`config.mk`:
```
export PLATFORM = sky130hd
export DESIGN_NAME = fib_step_monitor_flat
export DESIGN_NICKNAME = d
export VERILOG_FILES = /design/src/rtl/fib_mon_pkg.sv /design/src/rtl/fib_step_monitor_if.sv /design/src/rtl/fib_step_model.sv /design/src/rtl/fib_step_monitor.sv /design/src/flat_wrapper.sv
export SDC_FILE = /design/constraint.sdc
export NUM_CORES = 1
export LEC_CHECK = 0
export ABC_AREA = 1
export CAP_MARGIN = 20
export CORE_MARGIN = 1
export CORE_UTILIZATION = 40
export CTS_BUF_LIST = sky130_fd_sc_hd__clkbuf_8
export DETAILED_ROUTE_END_ITERATION = 6
export DONT_BUFFER_PORTS = 1
export PLACE_DENSITY = 0.64
export SLEW_MARGIN = 5
export SYNTH_ARGS = -nofsm -noshare
export SYNTH_HDL_FRONTEND = slang
export SYNTH_HIERARCHICAL = 1
export SYNTH_SLANG_ARGS = --single-unit
```
`constraint.sdc`:
```
create_clock -name clk -period 2.7 [get_ports clk]
set_input_delay 0.54 -clock clk [delete_from_list [all_inputs] [get_ports clk]]
set_output_delay 0.54 -clock clk [all_outputs]
set_load 0.1 [all_outputs]
```
`src/rtl/fib_mon_pkg.sv`:
```
`default_nettype none
// ============================================================================
// Module  : fib_mon_pkg
// Brief   : Shared phase/error encodings and default limits for the
//           (x, y) counter step monitor.
// Revision: 1.0 - initial release
// ============================================================================
package fib_mon_pkg;

    typedef enum logic [2:0] {
        PH_IDLE = 3'd0,
        PH_FLAT = 3'd1,
        PH_RAMP = 3'd2,
        PH_DONE = 3'd3,
        PH_FAIL = 3'd4
    } phase_e;

    typedef enum logic [2:0] {
        ERR_NONE     = 3'd0,
        ERR_BAD_INIT = 3'd1,
        ERR_BAD_X    = 3'd2,
        ERR_BAD_Y    = 3'd3,
        ERR_INV_FAIL = 3'd4
    } err_e;

    localparam int c_X_KNEE  = 100;
    localparam int c_X_LIMIT = 200;
    localparam int c_Y_INIT  = 100;

endpackage : fib_mon_pkg
`default_nettype wire

```
`src/rtl/fib_step_monitor_if.sv`:
```
`default_nettype none
// ============================================================================
// Module  : fib_step_monitor_if
// Brief   : Sample stream in, verdict outputs back; master = upstream side.
// Revision: 1.0 - initial release
// ============================================================================
interface fib_step_monitor_if #(
    parameter int W     = 11,
    parameter int CNT_W = 16
);
    logic             in_valid;
    logic [W-1:0]     x;
    logic [W-1:0]     y;
    logic [2:0]       phase;
    logic             done;
    logic             err;
    logic [2:0]       err_code;
    logic [CNT_W-1:0] sample_cnt;
    logic             inv_ok;

    modport master (
        output in_valid, x, y,
        input  phase, done, err, err_code, sample_cnt, inv_ok
    );

    modport slave (
        input  in_valid, x, y,
        output phase, done, err, err_code, sample_cnt, inv_ok
    );
endinterface : fib_step_monitor_if
`default_nettype wire

```
`src/rtl/fib_step_model.sv`:
```
`default_nettype none
// ============================================================================
// Module  : fib_step_model
// Brief   : Combinational next-pair predictor; one extra bit so x/y+1 never wraps.
// Revision: 1.0 - initial release
// ============================================================================
module fib_step_model #(
    parameter int W       = 11,
    parameter int X_KNEE  = 100,
    parameter int X_LIMIT = 200
) (
    input  wire logic [W-1:0] i_px,
    input  wire logic [W-1:0] i_py,
    output logic      [W:0]   o_exp_x,
    output logic      [W:0]   o_exp_y
);
    localparam logic [W:0] c_ONE   = (W+1)'(1);
    localparam logic [W:0] c_KNEE  = (W+1)'(X_KNEE);
    localparam logic [W:0] c_LIMIT = (W+1)'(X_LIMIT);

    logic [W:0] w_px;
    logic [W:0] w_py;
    logic [W:0] w_px1;

    assign w_px  = {1'b0, i_px};
    assign w_py  = {1'b0, i_py};
    assign w_px1 = w_px + c_ONE;

    always_comb begin
        o_exp_x = w_px;
        o_exp_y = w_py;
        if (w_px < c_LIMIT) begin
            o_exp_x = w_px1;
            if (w_px1 > c_KNEE) begin
                o_exp_y = w_py + c_ONE;
            end
        end
    end
endmodule : fib_step_model
`default_nettype wire

```
`src/rtl/fib_step_monitor.sv`:
```
`default_nettype none
// ============================================================================
// Module  : fib_step_monitor
// Brief   : Replays the (x, y) counter step rule on each sample, tracks the run
//           phase and latches the first error. FIB_MON_STALL_EN accepts
//           repeated pairs in FLAT/RAMP as upstream stalls.
// Revision: 1.0 - initial release
// ============================================================================
module fib_step_monitor
    import fib_mon_pkg::*;
#(
    parameter int W       = 11,
    parameter int X_KNEE  = c_X_KNEE,
    parameter int X_LIMIT = c_X_LIMIT,
    parameter int Y_INIT  = c_Y_INIT,
    parameter int CNT_W   = 16
) (
    input wire logic           clk,
    input wire logic           rst_n,
    fib_step_monitor_if.slave  bus
);
    localparam logic [W:0]       c_KNEE    = (W+1)'(X_KNEE);
    localparam logic [W:0]       c_LIMIT   = (W+1)'(X_LIMIT);
    localparam logic [W:0]       c_YINIT   = (W+1)'(Y_INIT);
    localparam logic [CNT_W-1:0] c_CNT_ONE = CNT_W'(1);

    phase_e           r_phase;
    logic             r_done;
    logic             r_err;
    err_e             r_code;
    logic [CNT_W-1:0] r_cnt;
    logic             r_inv_ok;
    logic [W-1:0]     r_px;
    logic [W-1:0]     r_py;

    logic [W:0] w_x;
    logic [W:0] w_y;
    logic [W:0] w_exp_x;
    logic [W:0] w_exp_y;
    logic       w_inv;
    logic       w_init_ok;
    logic       w_stall;
    logic       w_accept;
    err_e       w_code;
    phase_e     w_phase_nxt;

    fib_step_model #(
        .W       (W),
        .X_KNEE  (X_KNEE),
        .X_LIMIT (X_LIMIT)
    ) u_model (
        .i_px    (r_px),
        .i_py    (r_py),
        .o_exp_x (w_exp_x),
        .o_exp_y (w_exp_y)
    );

    assign w_x       = {1'b0, bus.x};
    assign w_y       = {1'b0, bus.y};
    assign w_inv     = (w_x < c_LIMIT) || (w_y == c_LIMIT);
    assign w_init_ok = (w_x == '0) && (w_y == c_YINIT);

`ifdef FIB_MON_STALL_EN
    assign w_stall = ((r_phase == PH_FLAT) || (r_phase == PH_RAMP)) &&
                     (bus.x == r_px) && (bus.y == r_py);
`else
    assign w_stall = 1'b0;
`endif

    always_comb begin
        w_code      = ERR_NONE;
        w_phase_nxt = r_phase;
        w_accept    = 1'b0;
        if (bus.in_valid && (r_phase != PH_FAIL)) begin
            // IDLE has no previous pair, so only the init and invariant checks apply
            if (r_phase == PH_IDLE) begin
                if (!w_init_ok) begin
                    w_code = ERR_BAD_INIT;
                end else if (!w_inv) begin
                    w_code = ERR_INV_FAIL;
                end
            end else if (!w_inv) begin
                w_code = ERR_INV_FAIL;
            end else if (!w_stall) begin
                if (w_x != w_exp_x) begin
                    w_code = ERR_BAD_X;
                end else if (w_y != w_exp_y) begin
                    w_code = ERR_BAD_Y;
                end
            end

            if (w_code != ERR_NONE) begin
                w_phase_nxt = PH_FAIL;
            end else begin
                w_accept = 1'b1;
                case (r_phase)
                    PH_IDLE: w_phase_nxt = PH_FLAT;
                    PH_FLAT: begin
                        if (w_x == c_LIMIT) begin
                            w_phase_nxt = PH_DONE;
                        end else if (w_x > c_KNEE) begin
                            w_phase_nxt = PH_RAMP;
                        end
                    end
                    PH_RAMP: begin
                        if (w_x == c_LIMIT) begin
                            w_phase_nxt = PH_DONE;
                        end
                    end
                    default: w_phase_nxt = r_phase;
                endcase
            end
        end
    end

    always_ff @(posedge clk) begin
        if (!rst_n) begin
            r_phase  <= PH_IDLE;
            r_done   <= 1'b0;
            r_err    <= 1'b0;
            r_code   <= ERR_NONE;
            r_cnt    <= '0;
            r_inv_ok <= 1'b1;
            r_px     <= '0;
            r_py     <= '0;
        end else if (bus.in_valid) begin
            r_inv_ok <= w_inv;
            r_phase  <= w_phase_nxt;
            r_done   <= (w_phase_nxt == PH_DONE);
            if (w_code != ERR_NONE) begin
                r_err  <= 1'b1;
                r_code <= w_code;
            end
            if (w_accept) begin
                r_px <= bus.x;
                r_py <= bus.y;
                if (r_cnt != '1) begin
                    r_cnt <= r_cnt + c_CNT_ONE;
                end
            end
        end
    end

    assign bus.phase      = r_phase;
    assign bus.done       = r_done;
    assign bus.err        = r_err;
    assign bus.err_code   = r_code;
    assign bus.sample_cnt = r_cnt;
    assign bus.inv_ok     = r_inv_ok;

endmodule : fib_step_monitor
`default_nettype wire

```
`src/flat_wrapper.sv`:
```
// flat-port wrapper written by rule: the top's interface ports become plain ports
module fib_step_monitor_flat import fib_mon_pkg::*;
#(
    parameter int W       = 11,
    parameter int X_KNEE  = c_X_KNEE,
    parameter int X_LIMIT = c_X_LIMIT,
    parameter int Y_INIT  = c_Y_INIT,
    parameter int CNT_W   = 16
)
  (clk, rst_n, bus_in_valid, bus_x, bus_y, bus_phase, bus_done, bus_err, bus_err_code, bus_sample_cnt, bus_inv_ok);
  fib_step_monitor_if #(.W(W), .CNT_W(CNT_W)) bus_i ();
  input wire logic clk;
  input wire logic rst_n;
  input wire logic [$bits(bus_i.in_valid)-1:0] bus_in_valid;
  input wire logic [$bits(bus_i.x)-1:0] bus_x;
  input wire logic [$bits(bus_i.y)-1:0] bus_y;
  output wire logic [$bits(bus_i.phase)-1:0] bus_phase;
  output wire logic [$bits(bus_i.done)-1:0] bus_done;
  output wire logic [$bits(bus_i.err)-1:0] bus_err;
  output wire logic [$bits(bus_i.err_code)-1:0] bus_err_code;
  output wire logic [$bits(bus_i.sample_cnt)-1:0] bus_sample_cnt;
  output wire logic [$bits(bus_i.inv_ok)-1:0] bus_inv_ok;
  assign bus_i.in_valid = bus_in_valid;
  assign bus_i.x = bus_x;
  assign bus_i.y = bus_y;
  assign bus_phase = bus_i.phase;
  assign bus_done = bus_i.done;
  assign bus_err = bus_i.err;
  assign bus_err_code = bus_i.err_code;
  assign bus_sample_cnt = bus_i.sample_cnt;
  assign bus_inv_ok = bus_i.inv_ok;
  fib_step_monitor #(.W(W), .X_KNEE(X_KNEE), .X_LIMIT(X_LIMIT), .Y_INIT(Y_INIT), .CNT_W(CNT_W)) u_core (.clk(clk), .rst_n(rst_n), .bus(bus_i));
endmodule
```
==> out/qor.yml <==
path_buf_inv: 4
min_path_type: "input port to register"
drcViolationCount: 0
clockRootBuffer: "clkbuf_8"
drive_above_1_share_pct: 36.4
ant_nets: 0
setup_viol: 46
clk_pin_slew_ns: 0.10
synth_area_sq_um: 3940
cp_slowest_stage_delay_ns: 0.39
syn_area_per_cell_sq_um: 6.19
grt_max_degree: 29
drv_cap: 0
worst_setup_path_start_kind: "register"
ys_ff_latch: 47
die_height_microns: 101
fmax_mhz: 296
viasPerCell: 5.21
yosysWarnings: 6
synthCells: 637
period_share_pct: 125
maxSlewViolCount: 0
crit_start: "u_core/r_px[0]"
syn-num-nets: 665
cp_num_cells: 26
holdWs_ns: 0.352
clkLatencyLatePin_ns: 0.31
fin_crit_ns: 3.38
grt-ovfl-total: 0
die_width_microns: 101
reg2reg_to: "u_core/r_px[6]"
crit_top_cell: "nand2_4"
critPathRequiredTime_ns: 2.91
postLayoutCoreUtil_pct: 58.2
fin_ws_ns: -0.676
n_antenna_cell: 0
final_nets: 739
gp_congestion: 1.03
tns_ns: -27.61
p_leak_nw: 2.25
critical_path_class: "register to register"
crit_family: "simple AND/OR/NAND/NOR gates"
grt_setup_unrepaired: "true"
wl_microns: 12300
power_density_nw_per_um2: 362
crit_fanout: 7
cpMaxStageDelayCell: "dfxtp_4"
first_iter_violations: 254
tightest_slew_ns: 0.703
crit_end: "u_core/r_px[6]"
rrSetupSlack_ns: -0.68
cts_buffers: 5
fillers: 868
finalHoldViolations: 0
firstDrtPassIters: 5
fp.dieArea_sq_um: 10300
cts_tree: "yes"
reg2reg_depth: 26
outcome: "finished with violations"
ys_seq_area_share_pct: 23.9
grt_pass1_vias: 4234
final_cell_mix: "145 x nand2_1, 101 x inv_1, 72 x buf_4, 41 x dfxtp_1, 31 x nand3_1"
start_util_pct: 42.1
core_area_sq_um: 9370
clock_skew_ns: 0.0117
portBuffers: 0
grt_pass1_wl_microns: 19500
rr_startpoint: "u_core/r_px[0]"
power_mw: 1.97
placedCellCount: 811
antenna_found_initial: 0
io_pins: 50
clockBufferDepth: 2
vias: 4385
wl_per_cell_microns: 14.7
ir_worst_vdd_v: 0.000248
clock-sinks: 47
area_growth_pct: 38.3
synth_cell_types: 42
violations: "setup timing"
cts.htree.levels: 2
final_common_cell: "nand2_1"
grt_use_total_pct: 23.8
fin_cells: 841
end_kind: "register"
hpwl_microns: 8640
fp-row-count: 35
arrival_ns: 3.59
max-slew-margin-rel_pct: 53.0
## sequential cells by signal, indices dropped and copies added (netlist names)
register and flops:
u_core/bus.done 1, u_core/bus.sample_cnt 16, u_core/r_px 11, u_core/bus.err 1, u_core/bus.phase 3, u_core/bus.inv_ok 1
u_core/bus.err_code 3, u_core/r_py 11
## how the worst min path moves through the flow
stage | startpoint | endpoint | slack, ns | depth (start not counted)
after floorplan | u_core/r_px[3] | u_core/r_px[3] | 0.43 | 2
final | bus_in_valid | u_core/bus.inv_ok | 0.35 | 2
after detailed placement | u_core/r_py[8] | u_core/r_py[8] | 0.46 | 2
after CTS | rst_n | u_core/r_px[0] | 0.33 | 2
after global placement | u_core/r_py[8] | u_core/r_py[8] | 0.45 | 2
after global routing | rst_n | u_core/r_px[1] | 0.33 | 2
## logic make-up after synthesis
group | count (synthesis) | share of synthesized area, %
AOI/OAI and AO/OA | 91 | 14.2
buffers and inverters | 139 | 14.9
and+or+nand+nor | 334 | 41.0
xor gates and xnor gates | 22 | 4.89
adders and majority gates | 3 | 0.952
other | 1 | 0.0951
DFF | 47 | 23.9
## metal layers
layer	vias up	wire, microns	share of wire (%)	GRT usage (%)
li1	2167	-	-	-
met4	0	302	2.5	8.36
met1	2030	5020	41	28.6
met3	30	949	7.7	6.42
met5	-	0	0	0
met2	158	6050	49	40.8
## through the flow
| step | instance area [sq um] | setup WS [ns] |
|---|---|---|
| after global placement | 4600 | -0.612 |
| after floorplan | 4060 | -0.198 |
| after CTS | 5010 | -0.507 |
| after detailed placement | 4600 | -0.653 |
| final | 5450 | -0.676 |
| after global routing | 5450 | -0.929 |
## power breakdown
group,internal (mW),leakage (nW),total (mW),switching (mW)
registers,0.727,0.386,0.762,0.0356
clock network,0.186,0.0485,0.440,0.254
logic,0.307,1.82,0.770,0.463
total,1.22,2.25,1.97,0.753
## cell usage after synthesis (all sizes together)
library cell / number / area [sq um]
clkbuf: 10 / 41.3
clkinv: 3 / 11.3
buf: 12 / 108
nand2: 181 / 722
and2: 2 / 12.5
nor4: 4 / 25.0
a32oi: 1 / 8.76
nand3: 48 / 260
o31ai: 1 / 7.51
nand3b: 2 / 27.5
ha: 3 / 37.5
nor2: 49 / 254
or2: 2 / 12.5
xor2: 14 / 123
inv: 114 / 428
o21ai: 39 / 206
a21oi: 46 / 309
a31oi: 1 / 6.26
o21bai: 2 / 15.0
dfxtp: 47 / 941
nor3: 18 / 116
conb: 1 / 3.75
xnor2: 8 / 70.1
o211ai: 1 / 7.51
nand4: 28 / 188
## final cells by class
cell class / count / area (sq um) / share of cell area (%)
timing repair buffer: 87 / 813 / 14.9
clock buffer: 5 / 68.8 / 1.26
clock inverter: 3 / 22.5 / 0.413
tap: 129 / 161 / 2.96
sequential: 47 / 956 / 17.5
multi-input combinational: 453 / 2990 / 54.9
inverter: 117 / 439 / 8.06
## what timing repair did
action | in CTS | in global routing
gates resized for setup | 47 | 77
setup buffers | 9 | 7
pin swaps | 9 | 40
hold buffers | 0 | 0
cloned | 4 | 2
endpoints found under the setup margin | 46 | 46
(Power assumes the default switching activity.)
